==> config.mk <==
export PLATFORM = sky130hd
export DESIGN_NAME = finv_iter
export DESIGN_NICKNAME = d
export VERILOG_FILES = /design/src/rtl/finv_iter.sv
export SDC_FILE = /design/constraint.sdc
export NUM_CORES = 2
export LEC_CHECK = 0
export CORE_ASPECT_RATIO = 1.75
export CORE_MARGIN = 10
export CORE_UTILIZATION = 30
export DETAILED_ROUTE_END_ITERATION = 7
export PLACE_DENSITY = 0.45
export SYNTH_ARGS = -nofsm -noshare
export SYNTH_HDL_FRONTEND = slang
export SYNTH_SLANG_ARGS = --single-unit
==> constraint.sdc <==
create_clock -name clk -period 23.3 [get_ports clk]
set_clock_uncertainty 0.15 [all_clocks]
set_input_delay 4.66 -clock clk [delete_from_list [all_inputs] [get_ports clk]]
set_output_delay 4.66 -clock clk [all_outputs]
set_load 0.02 [all_outputs]
==> src/rtl/finv_iter.sv <==
// Multi-cycle binary32 reciprocal: table seed plus ITER Newton-Raphson steps on one shared multiplier.
// Optional macro FINV_ITER_RNE_EN selects round-to-nearest-even; otherwise the result is truncated.
//   state | meaning
//   IDLE  | waiting for an operand, in_ready high
//   SEED  | build m = 1.frac and y0 from the seed table
//   MUL_A | t = 2 - m*y
//   MUL_B | y = y*t, advance iteration count
//   ROUND | normalise/round y, resolve special operands
//   DONE  | hold result until out_ready
module finv_iter #(
  parameter int ITER      = 2,
  parameter int SEED_BITS = 8,
  parameter int FRAC_W    = 30
) (
  input  logic        clk,
  input  logic        rstn,
  input  logic        in_valid,
  output logic        in_ready,
  input  logic [31:0] s,
  output logic        out_valid,
  input  logic        out_ready,
  output logic [31:0] d,
  output logic        overflow,
  output logic        underflow
);

  localparam int W  = FRAC_W + 2;
  localparam int PW = 2 * W;
  localparam int SW = SEED_BITS + 2;
  localparam int CW = (ITER > 1) ? $clog2(ITER) : 1;
  localparam logic [W-1:0] TWO = {2'b10, {FRAC_W{1'b0}}};

  typedef enum logic [2:0] {IDLE, SEED, MUL_A, MUL_B, ROUND, DONE} state_t;

  state_t        state_q, state_d;
  logic [31:0]   s_q, s_d;
  logic [W-1:0]  m_q, m_d;
  logic [W-1:0]  y_q, y_d;
  logic [W-1:0]  t_q, t_d;
  logic [CW-1:0] cnt_q, cnt_d;
  logic          in_ready_q, in_ready_d;
  logic          out_valid_q, out_valid_d;
  logic [31:0]   d_q, d_d;
  logic          ovf_q, ovf_d;
  logic          udf_q, udf_d;

  // y0 = round(2^(SEED_BITS+2) / (1 + (i+0.5)/2^SEED_BITS)), evaluated at elaboration
  logic [SW-1:0] seed_tab [2**SEED_BITS];
  for (genvar g = 0; g < 2**SEED_BITS; g++) begin : g_seed
    localparam longint unsigned NUM = 64'd1 << (2*SEED_BITS + 4);
    localparam longint unsigned DEN = (64'd1 << (SEED_BITS + 1)) + 64'(2*g + 1);
    assign seed_tab[g] = SW'((NUM / DEN + 64'd1) / 64'd2);
  end

  logic [SW-1:0] seed;
  assign seed = seed_tab[s_q[22 -: SEED_BITS]];

  logic [W-1:0]  op_b;
  logic [PW-1:0] prod;
  logic [W-1:0]  prod_sh;

  always_comb begin
    op_b    = (state_q == MUL_A) ? m_q : t_q;
    prod    = PW'(y_q) * PW'(op_b);
    prod_sh = W'(prod >> FRAC_W);
  end

  logic        sg;
  logic [7:0]  e;
  logic [22:0] fr;
  logic [22:0] frac2y;
  logic [23:0] mant;
  logic [7:0]  exp_n;
  logic [31:0] res;
  logic        res_ovf;
  logic        res_udf;
`ifdef FINV_ITER_RNE_EN
  logic        guard;
  logic        sticky;
`endif

  always_comb begin
    sg     = s_q[31];
    e      = s_q[30:23];
    fr     = s_q[22:0];
    frac2y = y_q[FRAC_W-2 -: 23];
`ifdef FINV_ITER_RNE_EN
    guard  = y_q[FRAC_W-25];
    sticky = |y_q[FRAC_W-26:0];
    mant   = {1'b0, frac2y} + 24'(guard & (sticky | frac2y[0]));
`else
    mant   = {1'b0, frac2y};
`endif
    // a carry out of the fraction means 2y rounded to 2.0: bump exponent, fraction already zero
    exp_n   = 8'd253 - e + {7'd0, mant[23]};
    res     = {sg, exp_n, mant[22:0]};
    res_ovf = 1'b0;
    res_udf = 1'b0;
    if (e == 8'd0) begin
      res     = {sg, 8'hFF, 23'd0};
      res_ovf = 1'b1;
    end else if (e == 8'hFF) begin
      res = (fr == 23'd0) ? {sg, 31'd0} : 32'h7FC0_0000;
    end else if ((e >= 8'd254) || ((e == 8'd253) && (fr != 23'd0))) begin
      res     = {sg, 31'd0};
      res_udf = 1'b1;
    end else if (fr == 23'd0) begin
      res = {sg, 8'd254 - e, 23'd0};
    end
  end

  always_comb begin
    state_d     = state_q;
    s_d         = s_q;
    m_d         = m_q;
    y_d         = y_q;
    t_d         = t_q;
    cnt_d       = cnt_q;
    in_ready_d  = in_ready_q;
    out_valid_d = out_valid_q;
    d_d         = d_q;
    ovf_d       = ovf_q;
    udf_d       = udf_q;
    case (state_q)
      IDLE: begin
        if (in_valid && in_ready_q) begin
          s_d        = s;
          in_ready_d = 1'b0;
          state_d    = SEED;
        end
      end
      SEED: begin
        m_d     = {2'b01, s_q[22:0], {(FRAC_W-23){1'b0}}};
        y_d     = W'(seed) << (FRAC_W - SW);
        cnt_d   = '0;
        state_d = MUL_A;
      end
      MUL_A: begin
        t_d     = TWO - prod_sh;
        state_d = MUL_B;
      end
      MUL_B: begin
        y_d   = prod_sh;
        cnt_d = cnt_q + 1'b1;
        state_d = (cnt_q == CW'(ITER - 1)) ? ROUND : MUL_A;
      end
      ROUND: begin
        d_d         = res;
        ovf_d       = res_ovf;
        udf_d       = res_udf;
        out_valid_d = 1'b1;
        state_d     = DONE;
      end
      DONE: begin
        if (out_ready) begin
          out_valid_d = 1'b0;
          in_ready_d  = 1'b1;
          state_d     = IDLE;
        end
      end
      default: state_d = IDLE;
    endcase
  end

  always_ff @(posedge clk or negedge rstn) begin
    if (!rstn) begin
      state_q     <= IDLE;
      s_q         <= '0;
      m_q         <= '0;
      y_q         <= '0;
      t_q         <= '0;
      cnt_q       <= '0;
      in_ready_q  <= 1'b1;
      out_valid_q <= 1'b0;
      d_q         <= '0;
      ovf_q       <= 1'b0;
      udf_q       <= 1'b0;
    end else begin
      state_q     <= state_d;
      s_q         <= s_d;
      m_q         <= m_d;
      y_q         <= y_d;
      t_q         <= t_d;
      cnt_q       <= cnt_d;
      in_ready_q  <= in_ready_d;
      out_valid_q <= out_valid_d;
      d_q         <= d_d;
      ovf_q       <= ovf_d;
      udf_q       <= udf_d;
    end
  end

  assign in_ready  = in_ready_q;
  assign out_valid = out_valid_q;
  assign d         = d_q;
  assign overflow  = ovf_q;
  assign underflow = udf_q;

endmodule

-- After elaboration in Yosys (flattened, before gate mapping)
Memory sizes are Yosys's and may differ from the RTL's.
Cells that the tools add are included.
- output and inout port bits: 36
- memories kept: 1
- bits of input ports: 36
- register bits after elaboration: 160
- ROM bits: 2560
- add/sub/neg operators: 4
- mux-type cells: 23
- $mul: 1
- bitwise logic cells: 1
- reductions and logical operators: 14
- $lt $le $gt $ge: 2
- equal/unequal tests: 9
- memories (name ; words ; width ; read ports ; clocked after memory_dff ; write ports ; line ; RTL):
    (name not given) ; 256 ; 10 ; 1 ; 0 ; 0 ; 56 ; assign seed = seed_tab[s_q[22 -: SEED_BITS]];
- operators with widths (cell ; count):
    32-bit two-way mux ; 4
    32-bit case mux with 2 select lines ; 1
    32-bit by 32-bit multiplier with 62-bit output ; 1
    31-bit two-way mux ; 2
    32-bit subtractor, first input constant ; 1
    23-bit logical NOT ; 1
    23-bit nonzero test ; 1
    10-bit two-way mux ; 2
    3-bit case mux with 6 select lines ; 1
    8-bit == test, second input constant ; 2
    8-bit subtractor, first input constant ; 2
    9-bit >= comparator, second input constant ; 1
    3-bit two-way mux ; 3
    8-bit NOT with 9-bit output ; 1
    8-bit >= comparator, second input constant ; 1
    8-bit logical NOT ; 1
    1-bit two-way mux ; 7
    3-bit by 2-bit == test with 1-bit output, second input constant ; 2
    3-bit == test, second input constant ; 2
    1-bit case mux with 2 select lines ; 3
    2-bit AND reduction ; 3
    2-bit nonzero test ; 3
    2-bit inequality test, second input constant ; 2
    3-bit by 1-bit == test with 1-bit output, second input constant ; 1
    5 further kinds ; 6

-- Longest topological paths before layout
- word-level depth: 6
- mapped depth: 38

-- Worst setup path after synthesis
OpenSTA, ideal clock, no wires.
- kind: register to register
- start: register state_q[0]
- end: register t_q[31]
- library setup time: 0.118 ns
- period minus slack after synthesis: 9.681 ns
- data arrival time: 9.413 ns
- stages on the path, launching flop included: 36
- data required time: 23.032 ns
- buffers on the path: 6
- setup slack: 13.619 ns
- cells stage by stage: dfrtp_1 buf_4 nor3b_4 clkbuf_1 clkbuf_1 nand2_1 nand2_1 clkbuf_1 nand2_1 fa_1 inv_1 fa_1 inv_1 fa_1 inv_1 fa_1 fa_1 fa_1 fa_1 inv_1 fa_1 inv_1 ha_1 and4_1 and4bb_1 buf_2 a21oi_1 nand2_1 or3_1 a222oi_1 and4_1 buf_4 nand4_4 or4_1 xnor2_1 a21o_1
- cells in the longest elaborated chain, start to end: 4
- RTL lines (what ; line ; RTL):
    start: declaration ; 35 ; state_t state_q, state_d;
    start signal: assignment ; 179 ; state_q <= state_d;
    3-bit by 2-bit == test with 1-bit output (*) ; 63, 124 ;
    32-bit two-way mux ; 63 ; op_b = (state_q == MUL_A) ? m_q : t_q;
    32-bit by 32-bit multiplier with 62-bit output ; 64 ; prod = PW'(y_q) * PW'(op_b);
    32-bit subtractor ; 139 ; t_d = TWO - prod_sh;
    end signal: assignment ; 183 ; t_q <= t_d;
    end: declaration ; 39 ; logic [W-1:0] t_q, t_d;
Mark *: on every way between the ends. The rest lies on a longest branch, timed or not.
A chain may end at the register's enable or synchronous reset.

-- Final worst setup path
- start: register state_q[1]
- end: register t_q[31]
Same word-level chain as after synthesis.

==> results by group <==
Status
  • Outcome: finished, final reports clean

Clock tree
  • Clock buffer count from CTS: 17
  • CTS H-tree depth: 4
  • CTS tree: done
  • Clock root cell: clkbuf_16
  • Hold Buf Count CTS: 0
  • Clk Latency, worst-skew pair: 450 ps
  • CTS Sinks: 160
  • # resized after CTS: 0
  • Clock transition at path regs: 70 ps
  • Post-CTS Setup Inserts: 0
  • CTS max path bufs: 2

Logic synthesis
  • Netlist cell types: 90
  • Mapped Area: 0.0425 mm^2
  • Yosys warnings: 0
  • Synthesized flop and latch total: 160
  • Synth Flop Type: dfrtp_1
  • Ys async rst share: 1.00
  • Post-Synthesis Cells: 4758
  • Number of flops mapped to enable cells by yosys: 0
  • Mean Syn Cell Area: 8.92 um^2
  • Sequential fraction of the synthesis area: 0.0943
  • Syn Nets: 5952

Worst setup path
  • Worst setup SP type: register
  • Critical path's slowest cell: dfrtp_1
  • Crit Path Class: register to register
  • Most frequent CP cell: fa_1
  • Arr. time, crit path: 12370 ps
  • CP Max Fanout: 204
  • CP peak stage delay: 750 ps
  • Crit. End Element: register
  • R2R Setup Slk: 11120 ps
  • Critical Path RT: 23490 ps

Timing
  • Crit share post-route: 0.523
  • Min cycle time layout: 12180 ps
  • Worst Tran Pin Value: 1120 ps
  • RSZ-0062 raised after global routing: false
  • Max_slew headroom: 0.251
  • Final setup violation count: 0
  • Final setup TNS: 0 ps
  • Max Fclk: 82.1 MHz
  • Final hold violations: 0
  • Slew Viols, Final: 0

Placed design
  • Dpl hpwl: 117000 um
  • Port bufs: 71
  • GPL Wtd Cong: 0.952

Die
  • FP Rows: 182
  • Num ports: 72
  • Die Width: 304 um
  • Die Area: 0.158 mm^2
  • Initial Util: 0.302
  • Total core area: 0.141 mm^2
  • DIE HEIGHT: 518 um

Global route
  • Initial antenna violation count: 10
  • Largest net degree at the start of global routing: 205
  • First-pass GRT wire length: 229000 um
  • Vias in the first global route: 36800
  • GRT Total Usage: 0.189
  • Total gr overflow: 0

Route
  • Via count: 32800
  • DRT iter0 DRCs: 1859
  • Remaining DRCs: 0
  • Detailed Route WL: 149000 um
  • Vias/cell: 5.06
  • Routed Antenna Nets: 0
  • DR WL/cell: 23.0 um
  • Drt pass-1 iters: 6

Finish
  • Nets: 5826
  • Fillers: 14900
  • Area Overhead vs Synth: 7.41%
  • Fraction of layout cells with a size suffix above 1: 0.0469

Hold path
  • Hold/Removal Path Class: register to register

Flow run
  • Max cap viols: 0
[cells in the final DEF, fill, tap and decap left out, types with 8 or more instances in the layout]
cell / netlist / final
fa_1: 894 / 894
inv_1: 892 / 892
nand2_1: 695 / 694
and2_1: 407 / 407
ha_1: 264 / 264
and3_1: 174 / 174
dfrtp_1: 159 / 155
o21ai_0: 132 / 132
a21oi_1: 129 / 129
nor2_1: 130 / 128
buf_4: 4 / 88
clkdlybuf4s50_1: 0 / 70
mux2_2: 57 / 57
xnor2_1: 41 / 41
a22o_1: 36 / 36
nand3_1: 35 / 35
a211oi_1: 28 / 28
nor3_1: 26 / 26
nand4_1: 25 / 25
o211ai_1: 21 / 21
nor4_1: 19 / 19
a21o_1: 18 / 18
clkbuf_16: 0 / 17
xor2_1: 16 / 16
o31ai_1: 13 / 13
nor2b_1: 13 / 11
o21a_1: 11 / 11
o21ai_1: 11 / 11
o221ai_1: 11 / 11
mux2i_1: 11 / 11
a31oi_1: 10 / 10
nand2b_1: 10 / 10
o22a_1: 9 / 9
o22ai_1: 9 / 9
o311ai_0: 8 / 8
or2_2: 8 / 8
a221oi_1: 8 / 8
[Yosys cell counts, types with 16 or more instances]
| cell | n | area (um^2) |
|---|---|---|
| fa_1 | 894 | 17900 |
| inv_1 | 892 | 3350 |
| nand2_1 | 695 | 2610 |
| and2_1 | 407 | 2550 |
| clkbuf_1 | 282 | 1060 |
| ha_1 | 264 | 3300 |
| and3_1 | 174 | 1090 |
| dfrtp_1 | 159 | 3980 |
| o21ai_0 | 132 | 661 |
| nor2_1 | 130 | 488 |
| a21oi_1 | 129 | 646 |
| mux2_2 | 57 | 642 |
| xnor2_1 | 41 | 359 |
| a22o_1 | 36 | 315 |
| nand3_1 | 35 | 175 |
| a211oi_1 | 28 | 210 |
| nor3_1 | 26 | 130 |
| nand4_1 | 25 | 156 |
| o211ai_1 | 21 | 158 |
| nor4_1 | 19 | 119 |
| a21o_1 | 18 | 135 |
| xor2_1 | 16 | 140 |
[worst paths after layout]
path,end,cells past startpoint,from
worst min-delay path,t_q[10]$_DFFE_PN0P_,2,t_q[10]$_DFFE_PN0P_
worst max register to register,t_q[31]$_DFFE_PN0P_,30,state_q[1]$_DFFE_PN0P_
worst max-delay path,t_q[31]$_DFFE_PN0P_,30,state_q[1]$_DFFE_PN0P_
min in group asynchronous,y_q[25]$_DFFE_PN0P_,1,rstn
max in group asynchronous,y_q[5]$_DFFE_PN0P_,3,rstn
worst min register to register,t_q[10]$_DFFE_PN0P_,2,t_q[10]$_DFFE_PN0P_
[critical path, delay by kind of cell, from the launching register on]
| family | cells | cell delay (ps) |
|---|---|---|
| compound gates | 5 | 1520 |
| xor+xnor | 2 | 430 |
| fa+ha+maj | 9 | 4470 |
| buf+inv | 6 | 810 |
| flops | 1 | 750 |
| simple gates | 8 | 3570 |
[stage by stage]
stage	setup slack (ps)	util	cells	hold WS (ps)	instance area, um^2
after global routing	10810	0.325	6485	350	45600
after global placement	11600	0.320	6453	296	45000
after floorplan	13620	-	4758	283	42500
final	11120	0.325	6486	314	45600
after CTS	11320	0.325	6485	319	45600
after detailed placement	11400	0.320	6453	305	45000
[registers in the layout, summed over array words and instances, names as in the netlist]
| name | count |
|---|---|
| d | 32 |
| s_q | 32 |
| t_q | 32 |
| y_q | 32 |
| m_q | 24 |
| state_q | 3 |
| cnt_q | 1 |
| in_ready | 1 |
| out_valid | 1 |
| overflow | 1 |
| underflow | 1 |
[final cells by class]
cell class / count / area [um^2] / area share
Antenna cell: 1 / 2.50 / 0.0000549
Clock buffer: 21 / 450 / 0.00988
Clock inverter: 11 / 153 / 0.00335
Inverter: 894 / 3360 / 0.0736
Multi-Input combinational cell: 3399 / 33900 / 0.744
Sequential cell: 160 / 4010 / 0.0879
Tap cell: 1840 / 2300 / 0.0505
Timing Repair Buffer: 160 / 1390 / 0.0305
[routing by layer]
layer  up-vias  share of wire  track usage
met5         -              0            0
met4         0          0.042       0.0686
met3       274          0.027       0.0149
met2       719           0.58        0.388
met1     17300           0.35        0.191
li1      14500              -            -
[logic make-up after synthesis]
family	synth area share
xor+xnor	0.0118
buf+inv	0.107
flops	0.0943
compound gates	0.0828
simple gates	0.187
fa+ha+maj	0.500
mux	0.0177
Power is not shown: default switching activity piles up to over one toggle a cycle in this logic, so the estimate is an artifact.
